<file path="config.mk">
export PLATFORM = sky130hd
export DESIGN_NAME = if_stage_flat
export DESIGN_NICKNAME = d
export VERILOG_FILES = /design/src/rtl/if_stage_if.sv /design/src/rtl/if_stage.sv /design/src/flat_wrapper.sv
export SDC_FILE = /design/constraint.sdc
export NUM_CORES = 1
export LEC_CHECK = 0
export BUFFER_PORTS_ARGS = -buffer_cell sky130_fd_sc_hd__buf_4
export CORE_UTILIZATION = 40
export CTS_BUF_LIST = sky130_fd_sc_hd__clkbuf_4 sky130_fd_sc_hd__clkbuf_8 sky130_fd_sc_hd__clkbuf_16
export CTS_CLUSTER_DIAMETER = 40
export CTS_CLUSTER_SIZE = 28
export DETAILED_ROUTE_END_ITERATION = 10
export PLACE_DENSITY = 0.66
export SLEW_MARGIN = 40
export SYNTH_ARGS = -nofsm -noshare
export SYNTH_HDL_FRONTEND = slang
export SYNTH_SLANG_ARGS = --single-unit
</file>
<file path="constraint.sdc">
create_clock -name clk -period 4.7 [get_ports clk]
set_clock_uncertainty 0.15 [all_clocks]
set_input_delay 0.705 -clock clk [delete_from_list [all_inputs] [get_ports clk]]
set_output_delay 0.705 -clock clk [all_outputs]
set_load 0.01 [all_outputs]
</file>
<file path="src/rtl/if_stage_if.sv">
// Instruction memory fetch bus: valid/ready request, valid-only response.
// The fetch side drives the request and the memory side answers it.
interface if_stage_if #(
    parameter int ADDR_W = 64
) ();
    logic              inst_req_valid;
    logic              inst_req_ready;
    logic [ADDR_W-1:0] inst_addr;
    logic              inst_resp_valid;
    logic [31:0]       inst_resp_data;

    modport master (
        output inst_req_valid,
        output inst_addr,
        input  inst_req_ready,
        input  inst_resp_valid,
        input  inst_resp_data
    );

    modport slave (
        input  inst_req_valid,
        input  inst_addr,
        output inst_req_ready,
        output inst_resp_valid,
        output inst_resp_data
    );
endinterface

</file>
<file path="src/rtl/if_stage.sv">
// Instruction fetch stage: owns the PC, one outstanding fetch, output register.
// Optional IF_PERF_CNT_EN adds fetch and flush event counters.
`ifndef DATA_WIDTH
`define DATA_WIDTH 64
`endif

module if_stage #(
    parameter int                ADDR_W   = `DATA_WIDTH,
    parameter logic [ADDR_W-1:0] RESET_PC = ADDR_W'(64'h0000_0000_8000_0000)
) (
    input  logic              clk,
    input  logic              rst_n,
    if_stage_if.master        mem,
    input  logic              redirect_valid,
    input  logic [ADDR_W-1:0] redirect_pc,
    input  logic              id_ready,
    output logic              if_valid,
    output logic [ADDR_W-1:0] if_pc,
    output logic [31:0]       if_inst
`ifdef IF_PERF_CNT_EN
    ,
    output logic [63:0]       perf_fetch_cnt,
    output logic [63:0]       perf_flush_cnt
`endif
);

    typedef enum logic [1:0] {
        IDLE,
        REQ,
        WAIT,
        DRAIN
    } state_t;

    state_t            state;
    logic [ADDR_W-1:0] pc;
    logic              out_free;
    logic              req_fire;
    logic              resp_write;

    // Request only when the output register can take the answer.
    assign out_free = !if_valid || id_ready;
    assign mem.inst_req_valid = (state == REQ) && out_free;
    assign mem.inst_addr = pc;
    assign req_fire = mem.inst_req_valid && mem.inst_req_ready;
    assign resp_write = (state == WAIT) && mem.inst_resp_valid
                        && !redirect_valid;

    always_ff @(posedge clk or negedge rst_n) begin
        if (!rst_n) begin
            state    <= IDLE;
            pc       <= RESET_PC;
            if_valid <= 1'b0;
            if_pc    <= '0;
            if_inst  <= '0;
        end else begin
            unique case (state)
                IDLE: state <= REQ;
                REQ: begin
                    if (req_fire)
                        state <= redirect_valid ? DRAIN : WAIT;
                end
                WAIT: begin
                    if (mem.inst_resp_valid)
                        state <= REQ;
                    else if (redirect_valid)
                        state <= DRAIN;
                end
                DRAIN: begin
                    if (mem.inst_resp_valid)
                        state <= REQ;
                end
            endcase

            if (redirect_valid) begin
                pc       <= redirect_pc & ~(ADDR_W'(3));
                if_valid <= 1'b0;
            end else if (resp_write) begin
                pc       <= pc + ADDR_W'(4);
                if_valid <= 1'b1;
                if_pc    <= pc;
                if_inst  <= mem.inst_resp_data;
            end else if (if_valid && id_ready) begin
                if_valid <= 1'b0;
            end
        end
    end

`ifdef IF_PERF_CNT_EN
    always_ff @(posedge clk or negedge rst_n) begin
        if (!rst_n) begin
            perf_fetch_cnt <= '0;
            perf_flush_cnt <= '0;
        end else begin
            if (resp_write)
                perf_fetch_cnt <= perf_fetch_cnt + 64'd1;
            if (redirect_valid)
                perf_flush_cnt <= perf_flush_cnt + 64'd1;
        end
    end
`endif

endmodule

</file>
<file path="src/flat_wrapper.sv">
// flat-port wrapper written by rule: the top's interface ports become plain ports
module if_stage_flat 
#(
    parameter int                ADDR_W   = `DATA_WIDTH,
    parameter logic [ADDR_W-1:0] RESET_PC = ADDR_W'(64'h0000_0000_8000_0000)
)
  (clk, rst_n, redirect_valid, redirect_pc, id_ready, if_valid, if_pc, if_inst, mem_inst_req_valid, mem_inst_addr, mem_inst_req_ready, mem_inst_resp_valid, mem_inst_resp_data);
  if_stage_if #(.ADDR_W(ADDR_W)) mem_i ();
  input  logic clk;
  input  logic rst_n;
  input  logic redirect_valid;
  input  logic [ADDR_W-1:0] redirect_pc;
  input  logic id_ready;
  output logic if_valid;
  output logic [ADDR_W-1:0] if_pc;
  output logic [31:0] if_inst;
  output wire logic [$bits(mem_i.inst_req_valid)-1:0] mem_inst_req_valid;
  output wire logic [$bits(mem_i.inst_addr)-1:0] mem_inst_addr;
  input wire logic [$bits(mem_i.inst_req_ready)-1:0] mem_inst_req_ready;
  input wire logic [$bits(mem_i.inst_resp_valid)-1:0] mem_inst_resp_valid;
  input wire logic [$bits(mem_i.inst_resp_data)-1:0] mem_inst_resp_data;
  assign mem_inst_req_valid = mem_i.inst_req_valid;
  assign mem_inst_addr = mem_i.inst_addr;
  assign mem_i.inst_req_ready = mem_inst_req_ready;
  assign mem_i.inst_resp_valid = mem_inst_resp_valid;
  assign mem_i.inst_resp_data = mem_inst_resp_data;
  if_stage #(.ADDR_W(ADDR_W), .RESET_PC(RESET_PC)) u_core (.clk(clk), .rst_n(rst_n), .mem(mem_i), .redirect_valid(redirect_valid), .redirect_pc(redirect_pc), .id_ready(id_ready), .if_valid(if_valid), .if_pc(if_pc), .if_inst(if_inst));
endmodule
</file>
## Word-level counts from Yosys, hierarchy flattened

Index checks and enable logic that the tools add are counted.

- Bits in registers: 163
- Output and inout port bits: 162
- Input bits: 102
- Logic and storage cells: 37

- Muxes and demuxes: 11
- Add/subtract/negate cells: 1
- Reductions and logical operators: 13
- Bitwise operators: 1
- Equality and inequality tests: 6

Operators by type and width:

| operator | count |
|---|---|
| $mux 64 | 2 |
| $add 64x3->64 const B | 1 |
| $mux 2 | 4 |
| $pmux 2 s4 | 1 |
| $logic_and 1x1->1 | 5 |
| $eq 2x2->1 const B | 2 |
| $mux 1 | 4 |
| $ne 3x3->1 const B | 1 |
| $reduce_and 3->1 | 1 |
| $reduce_bool 3->1 | 1 |
| $eq 2x1->1 const B | 1 |
| $logic_not 1->1 | 2 |
| $logic_not 2->1 | 1 |
| $ne 2x1->1 const B | 1 |
| $ne 2x2->1 const B | 1 |
| $reduce_and 2->1 | 1 |
| $reduce_bool 2->1 | 1 |
| $logic_or 1x1->1 | 1 |
| $not 1->1 | 1 |

## Depth between registers and ports, before layout

Gate-level depths: netlist of run 1.

- Depth after elaboration: 6
- Mapped depth: 9
- Gate-level depth less buffers: 7

## Worst setup path after synthesis of run 1

OpenSTA, ideal clock, no wires.

- Kind: register to register
- Start point: reg u_core.pc[31] (netlist: u_core.mem.inst_addr[31])
- End point: reg u_core.pc[60] (netlist: u_core.mem.inst_addr[60])
- Period minus slack after synthesis: 2.594 ns
- Arrival time: 2.375 ns
- Cell stages (with the launch flop): 8
- Path buffers: 2
- Required time: 4.481 ns
- Slack: 2.106 ns
- Library setup time: 0.069 ns
- Path through: dfstp_2 and3_1 buf_2 or4b_1 or4_1 buf_2 or4_1 nand3_1

- Word-level cells in the longest chain between the ends: 3

Ends and longest elaborated chain:

| what | RTL line | text |
|---|---|---|
| start: declaration | if_stage.sv:35 | `logic [ADDR_W-1:0] pc;` |
| start signal: assignment | if_stage.sv:75 | `pc <= redirect_pc & ~(ADDR_W'(3));` |
| start signal: assignment | if_stage.sv:78 | `pc <= pc + ADDR_W'(4);` |
| $add 64x3->64 | if_stage.sv:78 |  |
| $mux 64 | if_stage.sv:77 | `end else if (resp_write) begin` |
| $mux 64 | if_stage.sv:74 | `if (redirect_valid) begin` |

No other way between the ends. The select of a mux whose other input is x is not followed.
A chain may end at the register's enable or synchronous reset.

## Final worst setup path of run 1

- Start point: reg u_core.pc[16] (netlist: u_core.mem.inst_addr[16])
- End point: reg u_core.pc[60] (netlist: u_core.mem.inst_addr[60])

Same word-level chain as after synthesis.

==> results of run 1 <==
==> placed cells by master, fill, tap and decap left out, types with 4 or more instances in the layout <==
master	n
nand2_1	344
a31oi_1	7
xnor2_1	27
nand3_1	21
inv_1	9
clkbuf_8	4
nand4_1	37
ha_1	4
dfrtp_1	158
xor2_1	9
o31ai_1	4
nor4_1	18
buf_4	263
and2_1	9
or3_1	5
and4_1	12
and3_1	9
nor2_1	21
nor3_1	14
o211ai_1	6
bufinv_16	5
mux2i_1	4
a21oi_1	6
o21ai_0	43
nor2b_1	4
or4_1	9
clkbuf_16	17
conb_1	4
==> cell type report <==
| cell class | instances | area [µm²] | share of cell area, % |
|---|---|---|---|
| well taps | 234 | 293 | 2.80 |
| repair buffers | 266 | 2040 | 19.5 |
| multi-input cells | 660 | 3410 | 32.7 |
| inverters | 10 | 37.5 | 0.359 |
| flip-flops and latches | 159 | 3980 | 38.1 |
| clock buffers | 21 | 480 | 4.60 |
| clock inverters | 11 | 203 | 1.94 |
==> worst min-delay path by stage <==
stage | slack, ns | endpoint | from | cells past startpoint
5_1_grt | 0.009 | u_core.if_inst[24] | rst_n | 1
3_3_place_gp | 0.31 | u_core.if_pc[62] | u_core.if_pc[62] | 2
4_1_cts | 0.23 | u_core.if_inst[24] | rst_n | 1
6_report | 0.008 | u_core.if_inst[24] | rst_n | 1
3_5_place_dp | 0.31 | u_core.if_inst[5] | u_core.if_inst[5] | 2
2_1_floorplan | 0.26 | u_core.if_inst[0] | rst_n | 0
==> registers in the layout (all words and copies together) (netlist names) <==
name and cells:
u_core.if_valid 1, u_core.mem.inst_addr 62, u_core.if_inst 32, u_core.if_pc 62, u_core.state 2
==> report_power, final <==
part / total, mW / switching [mW] / internal, mW / leakage [nW]
logic: 1.54 / 0.755 / 0.788 / 2.78
clock network: 1.60 / 0.588 / 1.01 / 0.328
registers: 2.09 / 0.308 / 1.79 / 1.98
==> routing by layer <==
layer / wire length (µm) / GRT usage, % / up-vias
met5: 0 / 0 / -
met4: 354 / 6.71 / 0
met3: 1470 / 5.71 / 24
met2: 10900 / 38.1 / 238
met1: 10800 / 33.6 / 3357
li1: - / - / 3466
==> per-stage QoR <==
step                cells  hold slack (ns)  util, %  worst slack (ns)
global route         1361          0.00850     55.8              1.68
global placement     1328            0.309     52.0              1.85
floorplan             882            0.259        -              2.11
detailed placement   1328            0.313     52.0              1.83
finish               1361          0.00756     55.8              1.85
CTS                  1360            0.228     55.7              1.86
==> cell families after synthesis <==
group | after synthesis | synth area share (%)
AND/OR/NAND/NOR | 522 | 31.4
flip-flops | 159 | 52.1
other | 1 | 0.0491
multiplexers | 6 | 0.819
XOR/XNOR | 36 | 4.13
AO/OA/AOI/OAI | 88 | 7.28
adder cells (fa/ha/maj) | 4 | 0.655
buffers and inverters | 63 | 3.59
==> worst register-to-register path: stages (launching register included) <==
cell     delay [ns]
dfrtp_1        0.48
and4_1         0.44
nand4_2        0.37
or4_1          0.74
or4_1          0.51
nand3_1        0.09
==> flow_metrics.py, run 1 <==
metrics = {
    "critical_path": {
        "start_kind": "flip-flop",
        "crit_path_end": "u_core.mem.inst_addr[60]",
        "path_buf_inv": 0,
        "crit_type": "reg2reg",
        "end_kind": "flip-flop",
        "worstReg2RegEnd": "u_core.mem.inst_addr[60]",
        "reg2regPathDepth": 5,
        "worstPathRequired_ns": 4.90,
        "crit_slowest_cell": "or4_1",
        "critPathLaunch": "u_core.mem.inst_addr[16]",
        "critPathMaxStageDelay_ns": 0.73,
        "worstReg2RegStart": "u_core.mem.inst_addr[16]",
        "cp_max_fo": 10,
        "cp.depth": 5,
        "cpMostUsedCell": "or4_1",
        "cp_top_family": "simple AND/OR/NAND/NOR gates",
        "crit_path_cell_trace": "and4_1 -> nand4_2 -> or4_1 -> or4_1 -> nand3_1",
        "rrSetupSlack_ns": 1.85,
        "cp.arrival_ns": 3.05,
    },
    "finish": {
        "layout.nets": 1220,
        "n_antenna_cell": 0,
        "design_area_um2": 10400,
        "fill_cells": 1699,
        "layout-drive-gt1-share_pct": 27.8,
        "area_growth_pct": 36.8,
    },
    "clocking": {
        "postCtsSetupBuffers": 0,
        "clock_sinks": 159,
        "path_clk_slew_ns": 0.07,
        "clockRootBuffer": "clkbuf_16",
        "cts_tree": "done",
        "cts_buffer_depth": 2,
        "cts_buffers": 17,
        "htreeDepth": 4,
        "hold_buffers": 0,
        "ctsResizeCount": 0,
        "clock_latency_ns": 0.42,
    },
    "sta": {
        "hold_viol": 0,
        "relSlewSlack_pct": 49.3,
        "finalSetupViolCount": 0,
        "period_needed_ns": 2.85,
        "slew_violations": 0,
        "fin_crit_sh_pct": 60.7,
        "tightest_slew_ns": 0.760,
        "rsz0062_at_grt": "no",
        "setup_tns_ns": 0,
        "fmax_mhz": 351,
    },
    "power": {
        "power.density_nw_per_um2": 501,
        "ir_drop_v": 0.000233,
        "finalPower_mw": 5.23,
        "leakage_nw": 5.09,
    },
    "floorplanning": {
        "num_rows": 50,
        "die_w_um": 140,
        "dieHeight_um": 140,
        "core-area_um2": 18700,
        "die_area_um2": 19600,
        "start_util_pct": 40.8,
        "ios": 264,
    },
    "synthesis": {
        "synthArstFlopShare_pct": 100,
        "synthFlopType": "dfrtp_1",
        "ys_seq_elements": 159,
        "yosysTopAreaCell": "dfrtp_1",
        "synth_top_area_share_pct": 51.8,
        "synth_area_um2": 7640,
        "syn_avg_cell_area_um2": 8.69,
        "yosys-top-cells-area": "dfrtp_1 (52%), nand2_1 (17%), xnor2_1 (3.1%), nand4_1 (3.0%), o21ai_0 (2.8%)",
        "synth_cell_types": 59,
        "ys_warn_count": 0,
        "synth_seq_area_share_pct": 52.1,
        "netlist_instances": 879,
        "synthTopCellsByCount": "nand2_1 (345), dfrtp_1 (158), o21ai_0 (43)",
        "synthMostInstantiatedCell": "nand2_1",
        "synth-edff-count": 0,
    },
    "global_route": {
        "grt_pass1_vias": 6699,
        "track_usage_pct": 24.3,
        "grt-ovfl-total": 0,
        "grt_pass1_wl_um": 37000,
        "grt_max_degree": 110,
        "antenna_found_initial": 0,
    },
    "routing": {
        "ant_nets": 0,
        "wirelength_um": 23600,
        "drt-initial-drc-count": 383,
        "wl_per_cell_um": 17.3,
        "dr_total_vias": 7085,
        "viasPerCell": 5.21,
        "drt_pass1_iterations": 5,
        "drc": 0,
    },
    "job": {
        "cap_violations": 0,
    },
    "place": {
        "post_dp_cell_area_um2": 9730,
        "hpwlAfterDp_um": 16700,
        "gp_congestion": 0.812,
        "port_buffers": 257,
    },
    "outcome": {
        "status": "completed",
    },
    "hold_path": {
        "hp-class": "in2async",
    },
}
(Power assumes the default switching activity.)
==> run 2, diff against run 1 <==
==> constraint.sdc (replaced) <==
create_clock -name clk -period 2.65 [get_ports clk]
set_clock_uncertainty 0.15 [all_clocks]
set_input_delay 0.3975 -clock clk [delete_from_list [all_inputs] [get_ports clk]]
set_output_delay 0.3975 -clock clk [all_outputs]
set_load 0.01 [all_outputs]
==> flow_metrics.py, run 2 (synthesis results as in run 1) <==
metrics = {
    "global_route": {
        "antenna_found_initial": 0,
        "grt_max_degree": 66,
        "grt-ovfl-total": 0,
        "grt_pass1_wl_um": 38300,
        "grt_pass1_vias": 7091,
        "track_usage_pct": 25.2,
    },
    "sta": {
        "hold_viol": 0,
        "fin_crit_sh_pct": 95.2,
        "period_needed_ns": 2.52,
        "rsz0062_at_grt": "no",
        "relSlewSlack_pct": 57.9,
        "setup_tns_ns": 0,
        "fmax_mhz": 396,
        "hold_slack_ns": 0.00566,
        "slew_violations": 0,
        "finalSetupViolCount": 0,
        "tightest_slew_ns": 0.632,
    },
    "floorplanning": {
        "start_util_pct": 40.8,
        "num_rows": 50,
        "ios": 264,
        "die_w_um": 140,
        "die_area_um2": 19600,
        "dieHeight_um": 140,
        "core-area_um2": 18700,
    },
    "critical_path": {
        "crit_type": "reg2reg",
        "crit_path_end": "u_core.mem.inst_addr[63]",
        "worstReg2RegStart": "u_core.mem.inst_addr[39]",
        "worstReg2RegEnd": "u_core.mem.inst_addr[63]",
        "end_kind": "flip-flop",
        "cp.arrival_ns": 2.71,
        "cp_max_fo": 7,
        "reg2regPathDepth": 5,
        "worstPathRequired_ns": 2.84,
        "rrSetupSlack_ns": 0.13,
        "critPathLaunch": "u_core.mem.inst_addr[39]",
        "start_kind": "flip-flop",
    },
    "routing": {
        "ant_nets": 0,
        "drc": 0,
        "viasPerCell": 5.21,
        "wl_per_cell_um": 17.0,
        "dr_total_vias": 7448,
        "wirelength_um": 24200,
        "drt-initial-drc-count": 333,
        "drt_pass1_iterations": 5,
    },
    "finish": {
        "layout-drive-gt1-share_pct": 31.5,
        "n_antenna_cell": 0,
        "layout_common_cells": "nand2_1 (344), buf_4 (325), dfrtp_1 (158)",
        "layout.nets": 1289,
        "mostFrequentLayoutCell": "nand2_1",
        "fin_cells": 1429,
        "fill_cells": 1691,
        "area_growth_pct": 42.6,
        "design_area_um2": 10900,
    },
    "place": {
        "dp.cells": 1392,
        "gp_congestion": 0.853,
        "post_dp_cell_area_um2": 10200,
        "port_buffers": 257,
        "hpwlAfterDp_um": 17800,
    },
    "clocking": {
        "clock_sinks": 159,
        "cts_buffers": 17,
        "clock_latency_ns": 0.43,
        "htreeDepth": 4,
        "clockRootBuffer": "clkbuf_16",
        "cts_tree": "done",
        "cts_buffer_depth": 2,
        "path_clk_slew_ns": 0.07,
    },
    "power": {
        "leakage_nw": 5.39,
        "power.density_nw_per_um2": 836,
        "finalPower_mw": 9.10,
        "ir_drop_v": 0.000457,
    },
    "outcome": {
        "status": "completed",
    },
    "job": {
        "cap_violations": 0,
    },
    "hold_path": {
        "hp-class": "in2reg",
    },
}
run 2: changes by cell type in the layout (fill, tap and decap cells not counted), moves of 2 or more:
cell           previous run  this run
clkinv_2                  0         2
buf_4                   263       325
dlygate4sd3_1             0         6
clkinv_4                  3         0
bufinv_16                 5         2
buf_12                    1         3
inv_6                     0         6
clkbuf_8                  4         1
run 2: cell type report:
cell class	count	area [µm²]	area share [%]
inverters	10	37.5	0.345
clock inverters	13	153	1.40
clock buffers	18	439	4.03
multi-input cells	660	3410	31.4
well taps	234	293	2.69
repair buffers	335	2570	23.6
flip-flops and latches	159	3980	36.6
run 2: worst min-delay path by stage:
stage	from	endpoint	slack, ns	cells after the start
finish	mem_inst_resp_data[31]	u_core.if_inst[31]	0.006	3
global route	mem_inst_resp_data[28]	u_core.if_inst[28]	0.006	3
CTS	mem_inst_resp_data[2]	u_core.if_inst[2]	0.0002	3
detailed placement	rst_n	u_core.if_inst[24]	0.29	1
global placement	rst_n	u_core.if_inst[24]	0.29	1
floorplan	rst_n	u_core.if_inst[0]	-0.05	0
run 2: per-layer routing:
metal / wire (µm) / global-route usage [%]
met1: 10900 / 34.4
met5: 0 / 0
met2: 11300 / 39.8
met3: 1460 / 4.96
met4: 501 / 9.20
run 2: power by group:
part           total (mW)  switching (mW)  leakage (nW)  internal, mW
clock                2.52            1.08         0.292          1.44
sequential           3.63           0.466          1.98          3.17
combinational        2.95            1.45          3.11          1.50
total                9.10            3.00          5.39          6.10
run 2: per-stage QoR:
stage          worst slack (ns)  utilization [%]
3_5_place_dp             0.0989             54.7
3_3_place_gp              0.120             54.7
6_report                  0.126             58.2
2_1_floorplan            0.0564                -
4_1_cts                  0.0783             58.2
5_1_grt                  0.0231             58.2
run 2: worst max-delay path, cell delays in order (launching register included):
cell     delay [ns]
dfrtp_1        0.39
nand4_4        0.16
or4_1          0.54
or4_1          0.62
or3_1          0.39
a31oi_1        0.19
run 2: timing repair:
item                                    in CTS  in global routing
setup buffers                                0                  0
resized for setup                            0                  2
hold endpoints to repair                    63                  0
hold buffers                                 6                  0
endpoints found under the setup margin       0                  2
==> run 3, diff against run 2 <==
--- a/config.mk
+++ b/config.mk
@@ -11,7 +11,7 @@
 export CTS_CLUSTER_DIAMETER = 40
 export CTS_CLUSTER_SIZE = 28
 export DETAILED_ROUTE_END_ITERATION = 10
-export PLACE_DENSITY = 0.66
+export PLACE_DENSITY = 0.69
 export SLEW_MARGIN = 40
 export SYNTH_ARGS = -nofsm -noshare
 export SYNTH_HDL_FRONTEND = slang
==> flow_metrics.py, run 3 (synthesis results as in run 1) <==
metrics = {
    "finish": {
        "area_growth_pct": 42.5,
        "fin_cells": 1418,
        "n_antenna_cell": 0,
        "final_util_pct": 58.2,
        "mostFrequentLayoutCell": "nand2_1",
        "layout_common_cells": "nand2_1 (344), buf_4 (317), dfrtp_1 (158)",
        "layout.nets": 1280,
        "layout-drive-gt1-share_pct": 31.0,
        "multi_input_area_um2": 3420,
        "fill_cells": 1700,
        "design_area_um2": 10900,
        "ff_latch_area_um2": 3980,
    },
    "routing": {
        "wl_per_cell_um": 17.1,
        "ant_nets": 0,
        "wl_met3_um": 1440,
        "wl_met1_um": 10800,
        "drt-initial-drc-count": 359,
        "wirelength_um": 24200,
        "drc": 0,
        "dr_wl_met2_um": 11500,
        "viasPerCell": 5.23,
        "highest_layer": "met4",
        "dr_total_vias": 7415,
        "drt_pass1_iterations": 5,
    },
    "place": {
        "dp.cells": 1385,
        "gp_congestion": 0.853,
        "post_dp_cell_area_um2": 10200,
        "hpwlAfterDp_um": 17600,
        "pre_cts_slack_ns": 0.118,
        "port_buffers": 257,
    },
    "outcome": {
        "status": "completed",
    },
    "floorplanning": {
        "die_w_um": 140,
        "start_util_pct": 40.8,
        "ios": 264,
        "die_area_um2": 19600,
        "dieHeight_um": 140,
        "core-area_um2": 18700,
        "num_rows": 50,
    },
    "critical_path": {
        "cp_max_fo": 5,
        "cp.arrival_ns": 2.70,
        "critPathLaunch": "u_core.state[0]",
        "end_kind": "flip-flop",
        "crit_type": "reg2reg",
        "worstReg2RegStart": "u_core.state[0]",
        "worstPathRequired_ns": 2.86,
        "start_kind": "flip-flop",
    },
    "power": {
        "leakage_nw": 5.37,
        "ir_drop_v": 0.000446,
        "finalPower_mw": 9.29,
        "power.density_nw_per_um2": 854,
    },
    "clocking": {
        "clock_sinks": 159,
        "htreeDepth": 4,
        "cts_buffer_depth": 2,
        "path_clk_slew_ns": 0.06,
        "clock_latency_ns": 0.43,
        "cts_tree": "done",
        "clockRootBuffer": "clkbuf_16",
        "cts_buffers": 17,
    },
    "sta": {
        "setup_tns_ns": 0,
        "tightest_slew_ns": 0.633,
        "hold_slack_ns": 0.0133,
        "hold_viol": 0,
        "slew_violations": 0,
        "relSlewSlack_pct": 57.8,
        "finalSetupViolCount": 0,
        "fmax_mhz": 402,
        "rsz0062_at_grt": "no",
        "period_needed_ns": 2.49,
        "finalWorstSetupSlack_ns": 0.161,
        "fin_crit_sh_pct": 93.9,
    },
    "global_route": {
        "grt_max_degree": 90,
        "antenna_found_initial": 0,
        "grt_pass1_wl_um": 38500,
        "grt-ovfl-total": 0,
        "track_usage_pct": 25.2,
        "grt_pass1_vias": 7142,
    },
    "hold_path": {
        "hp-class": "in2reg",
        "min_from": "mem_inst_resp_data[0]",
    },
    "job": {
        "cap_violations": 0,
    },
}
## run 3: cell types whose count changed in the layout (fill, tap and decap cells not counted), moves of 2 or more
cell           before  now
bufinv_16           2    5
dlygate4sd3_1       6    4
inv_8               2    0
inv_6               6    1
buf_4             325  317
clkinv_2            2    0
## run 3: final timing paths
| path | depth (start not counted) | slack (ns) | end |
|---|---|---|---|
| setup reg to reg | 7 | 0.16 | u_core.mem.inst_addr[60] |
| max in group asynchronous | 3 | 1.51 | u_core.mem.inst_addr[13] |
| min in group asynchronous | 3 | 0.39 | u_core.if_inst[28] |
| hold reg to reg | 2 | 0.32 | u_core.if_pc[4] |
| hold / removal | 3 | 0.01 | u_core.if_inst[0] |
| setup / recovery | 7 | 0.16 | u_core.mem.inst_addr[60] |
## run 3: layout make-up
| cell class | instances | share of cell area [%] |
|---|---|---|
| clock buffers | 20 | 4.23 |
| clock inverters | 9 | 1.68 |
| inverters | 10 | 0.345 |
| multi-input cells | 660 | 31.4 |
| flip-flops and latches | 159 | 36.6 |
| well taps | 234 | 2.69 |
| repair buffers | 326 | 23.1 |
## run 3: worst max-delay path: stages (launching register included)
cell     delay, ns
dfrtp_1       0.40
inv_1         0.09
ha_1          0.22
and4_1        0.25
nand4_1       0.15
or4_4         0.60
or4_1         0.48
nand3_1       0.09
## run 3: layer usage
metal	up-vias	GRT usage, %
li1	3577	-
met3	25	5.16
met2	254	41.1
met1	3559	33.6
met4	0	7.75
met5	-	0
## run 3: power breakdown
group          switching [mW]  leakage (nW)  internal (mW)  total, mW
clock network           0.988         0.308           1.72       2.71
registers               0.469          1.98           3.17       3.64
logic                    1.45          3.08           1.49       2.94
total                    2.91          5.37           6.38       9.29
## run 3: repair_timing
action	in CTS	in global routing
setup endpoints to repair	0	3
buffers inserted	0	0
hold endpoints to repair	161	0
hold buffers	4	0
gates resized for setup	0	2
